==> src/rtl/fsm_1011_pkg.sv <==
// Shared definitions for the 1011 Moore sequence detector: state codes and
// the small decode helper used by the output logic.
package fsm_1011_pkg;

  localparam int STATE_W = 3;

  // Codes 5..7 are never entered in normal operation and are treated as illegal.
  typedef enum logic [STATE_W-1:0] {
    S0 = 3'd0,  // idle, no partial match
    S1 = 3'd1,  // seen "1"
    S2 = 3'd2,  // seen "10"
    S3 = 3'd3,  // seen "101"
    S4 = 3'd4   // seen "1011", detection
  } state_t;

  // Detection flag is a pure decode of the (next) state code.
  function automatic logic is_detect(input state_t s);
    return (s == S4);
  endfunction

endpackage

==> src/rtl/fsm_1011_moore_sat_counter.sv <==
// Saturating up-counter with a synchronous clear; holds at all-ones
// instead of wrapping.
module sat_counter #(
  parameter int WIDTH = 8
) (
  input  logic             clk,
  input  logic             clr,
  input  logic             inc,
  output logic [WIDTH-1:0] cnt
);

  logic [WIDTH-1:0] cnt_r;

  // Count register: clear has priority, increment only while below the ceiling.
  always_ff @(posedge clk) begin
    if (clr) begin
      cnt_r <= '0;
    end else if (inc && (cnt_r != {WIDTH{1'b1}})) begin
      cnt_r <= cnt_r + WIDTH'(1);
    end else begin
      cnt_r <= cnt_r;
    end
  end

  assign cnt = cnt_r;

endmodule

==> src/rtl/fsm_1011_moore.sv <==
// Moore detector for the serial pattern 1011 (first bit first), non-overlapping.
// After a detection the matcher restarts from idle context; a saturating
// counter tallies detections since the last reset.
module fsm_1011_moore
  import fsm_1011_pkg::*;
#(
  parameter int CNT_W = 8
) (
  input  logic             CLK,
  input  logic             RST,
  input  logic             IN,
  output logic             OUT,
  output logic [2:0]       STATE,
  output logic [CNT_W-1:0] MATCH_CNT
);

  state_t state_r;
  state_t next_state_s;
  logic   out_r;
  logic   enter_s;

  // Next-state logic; any illegal code falls back to idle.
  always_comb begin
    next_state_s = S0;
    case (state_r)
      S0: begin
        if (IN) next_state_s = S1;
        else    next_state_s = S0;
      end
      S1: begin
        if (IN) next_state_s = S1;
        else    next_state_s = S2;
      end
      S2: begin
        if (IN) next_state_s = S3;
        else    next_state_s = S0;
      end
      S3: begin
        if (IN) next_state_s = S4;
        else    next_state_s = S2;
      end
      S4: begin
        // No reuse of the detected bits: restart as if from idle.
        if (IN) next_state_s = S1;
        else    next_state_s = S0;
      end
      default: begin
        next_state_s = S0;
      end
    endcase
  end

  // Counter strobe: asserted on the edge that moves into the detect state.
  always_comb begin
    enter_s = 1'b0;
    if ((next_state_s == S4) && (state_r != S4)) begin
      enter_s = 1'b1;
    end else begin
      enter_s = 1'b0;
    end
  end

  // State and output registers; OUT is registered alongside the state so it
  // always equals the S4 decode of STATE and cannot glitch.
  always_ff @(posedge CLK) begin
    if (RST) begin
      state_r <= S0;
      out_r   <= 1'b0;
    end else begin
      state_r <= next_state_s;
      out_r   <= is_detect(next_state_s);
    end
  end

  sat_counter #(
    .WIDTH (CNT_W)
  ) u_match_cnt (
    .clk (CLK),
    .clr (RST),
    .inc (enter_s),
    .cnt (MATCH_CNT)
  );

  assign OUT   = out_r;
  assign STATE = state_r;

endmodule

==> config.mk <==
export PLATFORM = sky130hd
export DESIGN_NAME = fsm_1011_moore
export DESIGN_NICKNAME = d
export VERILOG_FILES = /design/src/rtl/fsm_1011_pkg.sv /design/src/rtl/fsm_1011_moore_sat_counter.sv /design/src/rtl/fsm_1011_moore.sv
export SDC_FILE = /design/constraint.sdc
export NUM_CORES = 1
export LEC_CHECK = 0
export BUFFER_PORTS_ARGS = -buffer_cell sky130_fd_sc_hd__buf_2
export CELL_PAD_IN_SITES_DETAIL_PLACEMENT = 0
export CELL_PAD_IN_SITES_GLOBAL_PLACEMENT = 1
export CORE_UTILIZATION = 37
export CTS_CLUSTER_SIZE = 12
export DETAILED_ROUTE_END_ITERATION = 8
export GPL_ROUTABILITY_DRIVEN = 0
export PLACE_DENSITY_LB_ADDON = 0.1
export SLEW_MARGIN = 40
export SYNTH_ARGS = -nofsm -noshare
export SYNTH_HDL_FRONTEND = slang
export SYNTH_SLANG_ARGS = --single-unit
==> constraint.sdc <==
create_clock -name CLK -period 1.8 [get_ports CLK]
set_input_delay 0 -clock CLK [delete_from_list [all_inputs] [get_ports CLK]]
set_output_delay 0 -clock CLK [all_outputs]
set_load 0.02 [all_outputs]
# Word level (Yosys, flattened, before mapping)
# Index checks and enable logic that the tools add are counted.
[totals] regBits=12 in_bits=3 output_inout_bits=12 word_cells=21
[classes] addsub=1 eq_ne=7 muxes=6 reduce_logical=4
[op_table] cell="one-hot mux 3 bit (4 select lines)" n=1
[op_table] cell="adder 8 x 1 -> 8 bit, second input constant" n=1
[op_table] cell="inequality test 8 bit, second input constant" n=1
[op_table] cell="== test 3 x 2 -> 1 bit, second input constant" n=2
[op_table] cell="== test 3 bit, second input constant" n=2
[op_table] cell="two-way mux 2 bit" n=2
[op_table] cell="== test 3 x 1 -> 1 bit, second input constant" n=1
[op_table] cell="logical NOT 3 bit" n=1
[op_table] cell="two-way mux 3 bit" n=1
[op_table] cell="inequality test 3 bit, second input constant" n=1
[op_table] cell="logical AND 1 bit" n=2
[op_table] cell="two-way mux 1 bit" n=2
[op_table] cell="OR reduction 2 bit" n=1

# Logic depth before layout (Yosys ltp)
# Gate-level depths: netlist of the first run.
[logic_depth] ltp_word=7 ltp_mapped=5 mapped_depth_nobuf=5

# By module
# From an unflattened synthesis of the first run, not the netlist that was laid out.
[hier_totals] cells_unflattened=58 hier_area_um2=581.8
[by_module_without_submodules] module="sat_counter" n_inst=1 cells_each=46 area_each_um2=430.4 seq_area_each_um2=160.2
[by_module_without_submodules] module="fsm_1011_moore" n_inst=1 cells_each=12 area_each_um2=151.4 seq_area_each_um2=80.1

# Least setup slack after synthesis of the first run
# Ideal clock, no wire load.
[synth_path] kind="reg2reg" start="register u_match_cnt.cnt_r[0], in the netlist u_match_cnt.cnt[0]" end="register u_match_cnt.cnt_r[7], in the netlist u_match_cnt.cnt[7]" setup_time_ps=121 arrival_ps=1401 setup_slack_ps=278 stages_incl_launch_ff=6 synth_period_minus_slack_ps=1522 path_cell_list="dfxtp_1 > ha_1 > nand3_2 > o211ai_4 > nor3_2 > mux2_4"
[synth_via] elab_chain_cells=2
[synth_rtl] item="start: declaration" line="fsm_1011_moore_sat_counter.sv:12" source="logic [WIDTH-1:0] cnt_r;"
[synth_rtl] item="start signal: assignment" line="fsm_1011_moore_sat_counter.sv:19" source="cnt_r <= cnt_r + WIDTH'(1);"
[synth_rtl] item="start signal: assignment" line="fsm_1011_moore_sat_counter.sv:21" source="cnt_r <= cnt_r;"
[synth_rtl] item="branches (longest 2 deep; another with adder 8 x 1 -> 8 bit)"
# Parallel ways; which one is timed is not known.
# A chain may end at the register's enable or synchronous reset.

# Worst setup path after layout of the first run
# Same ends and word-level chain as after synthesis.

==> key figures, run 1 <==
Run status
  – Status: finished, final reports clean

Timing
  – Post-route clock period utilization: between 70% and 80%
  – RSZ-0062 raised after global routing: false
  – Hold WS: between 0.01 and 0.015 ns
  – Max-slew headroom: a little over four fifths
  – F_max: ~0.70 GHz
  – Hold Violations, Final: 0
  – Final min period: between 1 and 1.5 ns
  – Slew @ Worst Pin: around 0.24 ns
  – Final slew viol count: 0
  – TNS Setup: 0 ns
  – Final Skew: about 0.0043 ns
  – Final number of setup-violating endpoints: 0

Clocking
  – Worst-Skew Late Latency: 0.27 ns
  – CTS Buf Count: 3
  – CTS tree: built
  – Root Buffer: clkbuf_4
  – Clock sinks: 12
  – Clock buffer depth: 2
  – Post-CTS Resized: 0
  – H-tree depth: 1
  – Hold_buf cts: 0
  – Clk pin slew, worst setup/hold paths: around 0.07 ns
  – Post-CTS Setup Bufs: 0

Power
  – Leak: about 0.32 nW
  – PD cells: roughly 660 nW/µm²
  – Max IR drop VDD: around 480 µV

Setup path
  – Critical path buffer and inverter count: 0
  – Crit path max fanout: 6
  – CP endpoint kind: flop
  – Crit-path leading delay family: flip-flops
  – Worst EP required: approximately 2.0 ns
  – Crit path launch type: flop
  – Critical path arrival: 1.60 ns
  – Slowest cell on the critical path: dfxtp_1
  – Critical path's largest stage delay: between 0.3 and 0.4 ns
  – Crit path kind: reg -> reg
  – Critical path cell sequence: ha_1 -> nand3_2 -> o211ai_4 -> nor3_2 -> mux2_4

Global route
  – First-pass GRT wire length: between 1500 and 2000 µm
  – Number of global-route vias before repair: 348
  – Largest net degree at the start of global routing: 14
  – GRT Util Overall: 14.9%
  – Total grt overflow: 0
  – Initial antenna violation count: 0

Synth
  – Multiplexer share of the synthesized area: approximately 6.2%
  – Post-synth top area share: 42.3%
  – Synth unique cells: 27
  – Syn_nets: 57
  – Synth Area in Compound Gates: 7.49%
  – Main combinational cell family by area after synthesis: simple AND/OR/NAND/NOR gates
  – Adder-cell share of the synthesized area: 3.96%
  – Cell Area, Synth: about 570 µm²
  – Syn Inst Count: 53
  – Register area share after synthesis: between 40% and 50%
  – YS warnings: 0
  – Simple-Gate Fraction of Synth Area: approximately 28%
  – Synth area leaders: dfxtp_1 42%, xor2_1 7.7%, nor2_1 5.3%, nand4_4 3.7%, o211ai_4 3.7%
  – Yosys top cell by area: dfxtp_1
  – Mapped Avg Cell Area: about 11 µm²
  – Yosys reg bits: 12
  – Xor and xnor fraction of the mapped netlist area: a little under a tenth

Finish
  – Layout cells sized above 1: between 30% and 40%
  – Most common cell after layout, fill and taps aside: buf_2
  – Fill cell count: 133
  – N_diodes: 0
  – P&R area growth vs syn: 18.3%
  – Commonest non-fill, non-tap cells in the layout: 14 x buf_2, 12 x dfxtp_1, 8 x nor2_1
  – Nets@finish: 75

Worst hold path
  – Worst hold path class: in -> reg

Placed design
  – # port buffers: 14
  – HPWL Detailed: 742 µm

Floorplan
  – Die W: a little over 40 µm
  – Starting Density: around two fifths
  – Row count: 13
  – Die Span Y: roughly 41 µm
  – Num ports: 15
  – Core region area: approximately 1400 µm²
  – Die outline area: between 1500 and 2000 µm²

Drt
  – DR iter-0 viols: 7
  – Wirelength per Cell: 11.7 µm
  – 1st-pass router iterations: 4
  – Via count: approximately 410
  – DRT antenna net count: 0
  – Post-route DRC: 0
  – Vias per cell: just under 5
  – DRT Wirelength: around 980 µm

Job
  – Max-cap violations: 0
-- sequential cells by signal (all words and copies together), names as in the netlist --
name and cells:
u_match_cnt.cnt 8, STATE 3, OUT 1
-- cells by family (layout without fill, tap and decap cells) --
group,Yosys count,after routing
AO/OA/AOI/OAI,4,4
XOR/XNOR,6,6
adder cells (fa/ha/maj),2,2
buffers and inverters,2,18
flip-flops,12,12
multiplexers,3,3
AND/OR/NAND/NOR,24,24
-- final timing paths --
path | from | to | slack (ns) | cells past startpoint
setup / recovery | u_match_cnt.cnt[0]$_SDFFE_PP0P_ | u_match_cnt.cnt[7]$_SDFFE_PP0P_ | 0.37 | 5
hold reg to reg | STATE[2]$_SDFF_PP0_ | STATE[1]$_SDFF_PP0_ | 0.49 | 1
hold / removal | IN | STATE[0]$_SDFF_PP0_ | 0.01 | 2
setup reg to reg | u_match_cnt.cnt[0]$_SDFFE_PP0P_ | u_match_cnt.cnt[7]$_SDFFE_PP0P_ | 0.37 | 5
-- metrics by stage --
stage | instance area (µm²) | instances | utilization, % | setup slack, ns | power [mW]
after floorplan | 568 | 53 | - | 0.278 | 0.287
after global placement | 649 | 81 | 47.5 | 0.407 | 0.295
after detailed placement | 649 | 81 | 47.5 | 0.365 | 0.295
after CTS | 672 | 84 | 49.2 | 0.356 | 0.453
after global routing | 672 | 84 | 49.2 | 0.285 | 0.474
final | 672 | 84 | 49.2 | 0.365 | 0.447
-- worst reg2reg max path, cell delays in order (launching register included) --
cell      delay, ns
dfxtp_1        0.37
ha_1           0.20
nand3_2        0.15
o211ai_4       0.24
nor3_2         0.07
mux2_4         0.29
-- where the power goes --
part | total (mW) | switching [mW] | internal (mW)
Sequential | 0.270 | 0.00226 | 0.268
Clock | 0.158 | 0.0810 | 0.0774
Combinational | 0.0181 | 0.0113 | 0.00678
-- cell usage after synthesis --
| cell | n |
|---|---|
| and4bb_2 | 1 |
| o2111ai_1 | 1 |
| and2_1 | 1 |
| xnor2_1 | 1 |
| o211ai_1 | 1 |
| clkbuf_1 | 1 |
| nand2_1 | 2 |
| nor2_1 | 8 |
| mux2_4 | 1 |
| ha_1 | 1 |
| nor2b_1 | 3 |
| buf_6 | 1 |
| nand3b_1 | 1 |
| nor3_1 | 1 |
| and4b_1 | 1 |
| nand4_4 | 1 |
| and3_1 | 1 |
| o21ai_1 | 1 |
| nor3_2 | 1 |
| dfxtp_1 | 12 |
| xor2_1 | 5 |
| and2b_1 | 1 |
| mux2i_1 | 2 |
| nand3_2 | 1 |
| maj3_1 | 1 |
| nor3b_1 | 1 |
| o211ai_4 | 1 |
-- final cells by class --
type / count / area, µm² / share of cell area [%]
multi-input cells: 39 / 313 / 46.6
flip-flops and latches: 12 / 240 / 35.8
clock buffers: 3 / 22.5 / 3.35
repair buffers: 15 / 77.6 / 11.5
well taps: 15 / 18.8 / 2.79
-- routing by layer --
layer  routed length [µm]  vias to the layer above  track usage [%]
met3                   68                        0             9.78
met2                  443                       12             22.7
met5                    0                        -                0
met1                  472                      185             16.7
met4                    0                        0             4.84
li1                     -                      216                -
(Power assumes the default switching activity.)
==> inputs of run 2 (changes only) <==
--- a/config.mk
+++ b/config.mk
@@ -8,7 +8,7 @@
 export BUFFER_PORTS_ARGS = -buffer_cell sky130_fd_sc_hd__buf_2
 export CELL_PAD_IN_SITES_DETAIL_PLACEMENT = 0
 export CELL_PAD_IN_SITES_GLOBAL_PLACEMENT = 1
-export CORE_UTILIZATION = 37
+export CORE_UTILIZATION = 33
 export CTS_CLUSTER_SIZE = 12
 export DETAILED_ROUTE_END_ITERATION = 8
 export GPL_ROUTABILITY_DRIVEN = 0
==> constraint.sdc (replaced) <==
create_clock -name CLK -period 1.2 [get_ports CLK]
set_input_delay 0 -clock CLK [delete_from_list [all_inputs] [get_ports CLK]]
set_output_delay 0 -clock CLK [all_outputs]
set_load 0.02 [all_outputs]
==> run 2 against run 1 <==
  * The flow now finishes with violations (design-rule violations, negative setup slack)
  * Sequential power grew 48%
  * Combinational power grew 92%
  * Critical path depth unchanged
  * Register-to-register slack worse by 0.46 ns
  * Maximum frequency grew 11%
  * Flip-flop and latch count is the same
  * Critical path type unchanged
==> key figures, run 2 (synthesis results as in run 1) <==
Global route
  – Number of global-route vias before repair: 456 (+31%)
  – Met3 Use GR: 7.50% (-2.3 points)
  – Largest net degree at the start of global routing: 14 (unchanged)
  – First-pass GRT wire length: 1950 µm (+28%)
  – Met2 Use GR: 26.4% (+3.7 points)
  – Total grt overflow: 0 (unchanged)
  – Busiest grt layer: met2
  – Initial antenna violation count: 0 (unchanged)
  – GRT Util Overall: 14.4% (-0.45 points)
  – Met1 usage: 15.9% (-0.86 points)

Placed design
  – HPWL Detailed: 854 µm (+15%)
  – # port buffers: 14 (unchanged)
  – Placed cells: 95 (+17%)
  – Placed Instance Area: 767 µm² (+18%)

Power
  – Max IR drop VDD: 563 µV (+17%)
  – Leak: 0.388 nW (+23%)
  – PD cells: 842 nW/µm² (+27%)

Timing
  – Max-slew headroom: 84.0% (-0.14 points)
  – Final min period: 1.29 ns (-0.144 ns)
  – Final slew viol count: 0 (unchanged)
  – Hold Violations, Final: 0 (unchanged)
  – RSZ-0062 raised after global routing: true
  – Slew @ Worst Pin: 0.240 ns (+0.00362 ns)
  – Final Skew: 0.00283 ns (-0.00146 ns)
  – Final number of setup-violating endpoints: 6 (+6)
  – Hold WS: 0.0138 ns (+0.000319 ns)
  – Post-route clock period utilization: 108% (+28 points)
  – Worst setup margin: -0.0910 ns (-0.456 ns)
  – F_max: 0.775 GHz (+11%)

Setup path
  – Worst EP required: 1.36 ns (-0.60 ns)
  – Crit path launch type: flop
  – Worst R2R Start: STATE[2]$_SDFF_PP0_
  – CP endpoint kind: flop
  – Reg-to-reg endpoint: u_match_cnt.cnt[6]$_SDFFE_PP0P_
  – Worst reg2reg path depth: 5 (unchanged)
  – Critical path arrival: 1.45 ns (-0.15 ns)
  – Crit path kind: reg -> reg
  – R2R setup slack: -0.09 ns (-0.46 ns)
  – Crit path max fanout: 6 (unchanged)

Clocking
  – Clock sinks: 12 (unchanged)
  – Root Buffer: clkbuf_4
  – Clk pin slew, worst setup/hold paths: 0.07 ns (about the same)
  – Worst-Skew Late Latency: 0.27 ns (about the same)
  – Clock buffer depth: 2 (unchanged)
  – CTS tree: built
  – H-tree depth: 1 (unchanged)
  – Post-CTS Setup Bufs: 0 (unchanged)
  – CTS Buf Count: 3 (unchanged)

Floorplan
  – Die W: 43.5 µm (+5.6%)
  – Die outline area: 1890 µm² (+12%)
  – Die Span Y: 43.5 µm (+5.6%)
  – Num ports: 15 (unchanged)
  – Starting Density: 36.4% (-5.1 points)
  – Core region area: 1560 µm² (+14%)
  – Row count: 14 (+1)

Drt
  – Vias per cell: 4.84 (-1.6%)
  – 1st-pass router iterations: 5 (+1)
  – DRT Wirelength: 1190 µm (+20%)
  – Wirelength per Cell: 12.0 µm (+2.2%)
  – DR iter-0 viols: 9 (+2)
  – Via count: 479 (+16%)
  – DRT antenna net count: 0 (unchanged)
  – Post-route DRC: 5 (+5)

Finish
  – Final instance area: 817 µm² (+22%)
  – Commonest non-fill, non-tap cells in the layout: 14 x buf_2, 14 x buf_4, 8 x dfxtp_2, 8 x nor2_1, 5 x xor2_1
  – Max reg flops: 8 (unchanged)
  – Nets@finish: 88 (+17%)
  – N_diodes: 0 (unchanged)
  – Layout cells sized above 1: 60.2% (+25 points)
  – Post-route insts no fill: 99 (+18%)
  – P&R area growth vs syn: 43.8%
  – Final core occ: 52.4% (+3.2 points)

Run status
  – Failing checks: design-rule violations, negative setup slack
  – Status: finished, violations left

Job
  – Max-cap violations: 0 (unchanged)

Worst hold path
  – Worst hold path class: in -> reg
  – Worst hold path startpoint: IN
  – Hold Path Depth: 2 (unchanged)
  – Hold Path End: STATE[0]$_SDFF_PP0_
[run 2: changes by cell type in the layout (fill, tap and decap cells not counted), moves of 2 or more]
cell	before	now
buf_4	1	14
dfxtp_1	12	2
dfxtp_2	0	8
dfxtp_4	0	2
[run 2: per-layer routing]
layer | vias to the layer above | part of all wire [%]
met5 | - | 0
met4 | 0 | 0
met3 | 0 | 4.1
met2 | 11 | 51
met1 | 221 | 45
li1 | 247 | -
[run 2: final cells by class]
| cell class | count | area, µm² |
|---|---|---|
| fill | 159 | 742 |
| multi-input combinational | 39 | 338 |
| sequential | 12 | 258 |
| timing repair buffer | 28 | 175 |
| clock buffer | 4 | 26.3 |
| tap | 16 | 20.0 |
[run 2: what timing repair did]
| item | 4_1_cts | 5_1_grt |
|---|---|---|
| endpoints found under the setup margin | 8 | 8 |
| gates resized for setup | 4 | 1 |
| gates cloned | 0 | 0 |
| pin swaps | 0 | 0 |
| hold buffers | 0 | 0 |
[run 2: per-stage QoR]
stage / power [mW] / worst slack (ns) / setup TNS, ns
6_report: 0.688 / -0.0910 / -0.359
5_1_grt: 0.738 / -0.153 / -0.933
3_3_place_gp: 0.444 / -0.142 / -0.674
3_5_place_dp: 0.444 / -0.171 / -0.780
4_1_cts: 0.709 / -0.101 / -0.422
2_1_floorplan: 0.427 / -0.157 / -0.506
[run 2: worst max-delay path, stage by stage, from the launching register on]
cell,delay [ns]
dfxtp_2,0.32
and4b_2,0.32
buf_4,0.15
and4bb_2,0.23
xnor2_1,0.11
nor2_1,0.05
[run 2: how the worst max path moves through the flow]
stage                                          startpoint                              end  slack, ns  cells after the start
final                                 STATE[2]$_SDFF_PP0_  u_match_cnt.cnt[6]$_SDFFE_PP0P_      -0.09                      5
after global placement    u_match_cnt.cnt[0]$_SDFFE_PP0P_  u_match_cnt.cnt[7]$_SDFFE_PP0P_      -0.14                      5
after CTS                             STATE[2]$_SDFF_PP0_  u_match_cnt.cnt[7]$_SDFFE_PP0P_      -0.10                      4
after floorplan                       STATE[2]$_SDFF_PP0_  u_match_cnt.cnt[7]$_SDFFE_PP0P_      -0.16                      5
after detailed placement  u_match_cnt.cnt[0]$_SDFFE_PP0P_  u_match_cnt.cnt[1]$_SDFFE_PP0P_      -0.17                      5
after global routing                  STATE[2]$_SDFF_PP0_  u_match_cnt.cnt[5]$_SDFFE_PP0P_      -0.15                      5
[run 2: power by group]
| group | internal (mW) | switching [mW] | leakage, nW |
|---|---|---|---|
| Combinational | 0.0149 | 0.0197 | 0.270 |
| Sequential | 0.398 | 0.00187 | 0.102 |
| Clock | 0.129 | 0.126 | 0.0150 |
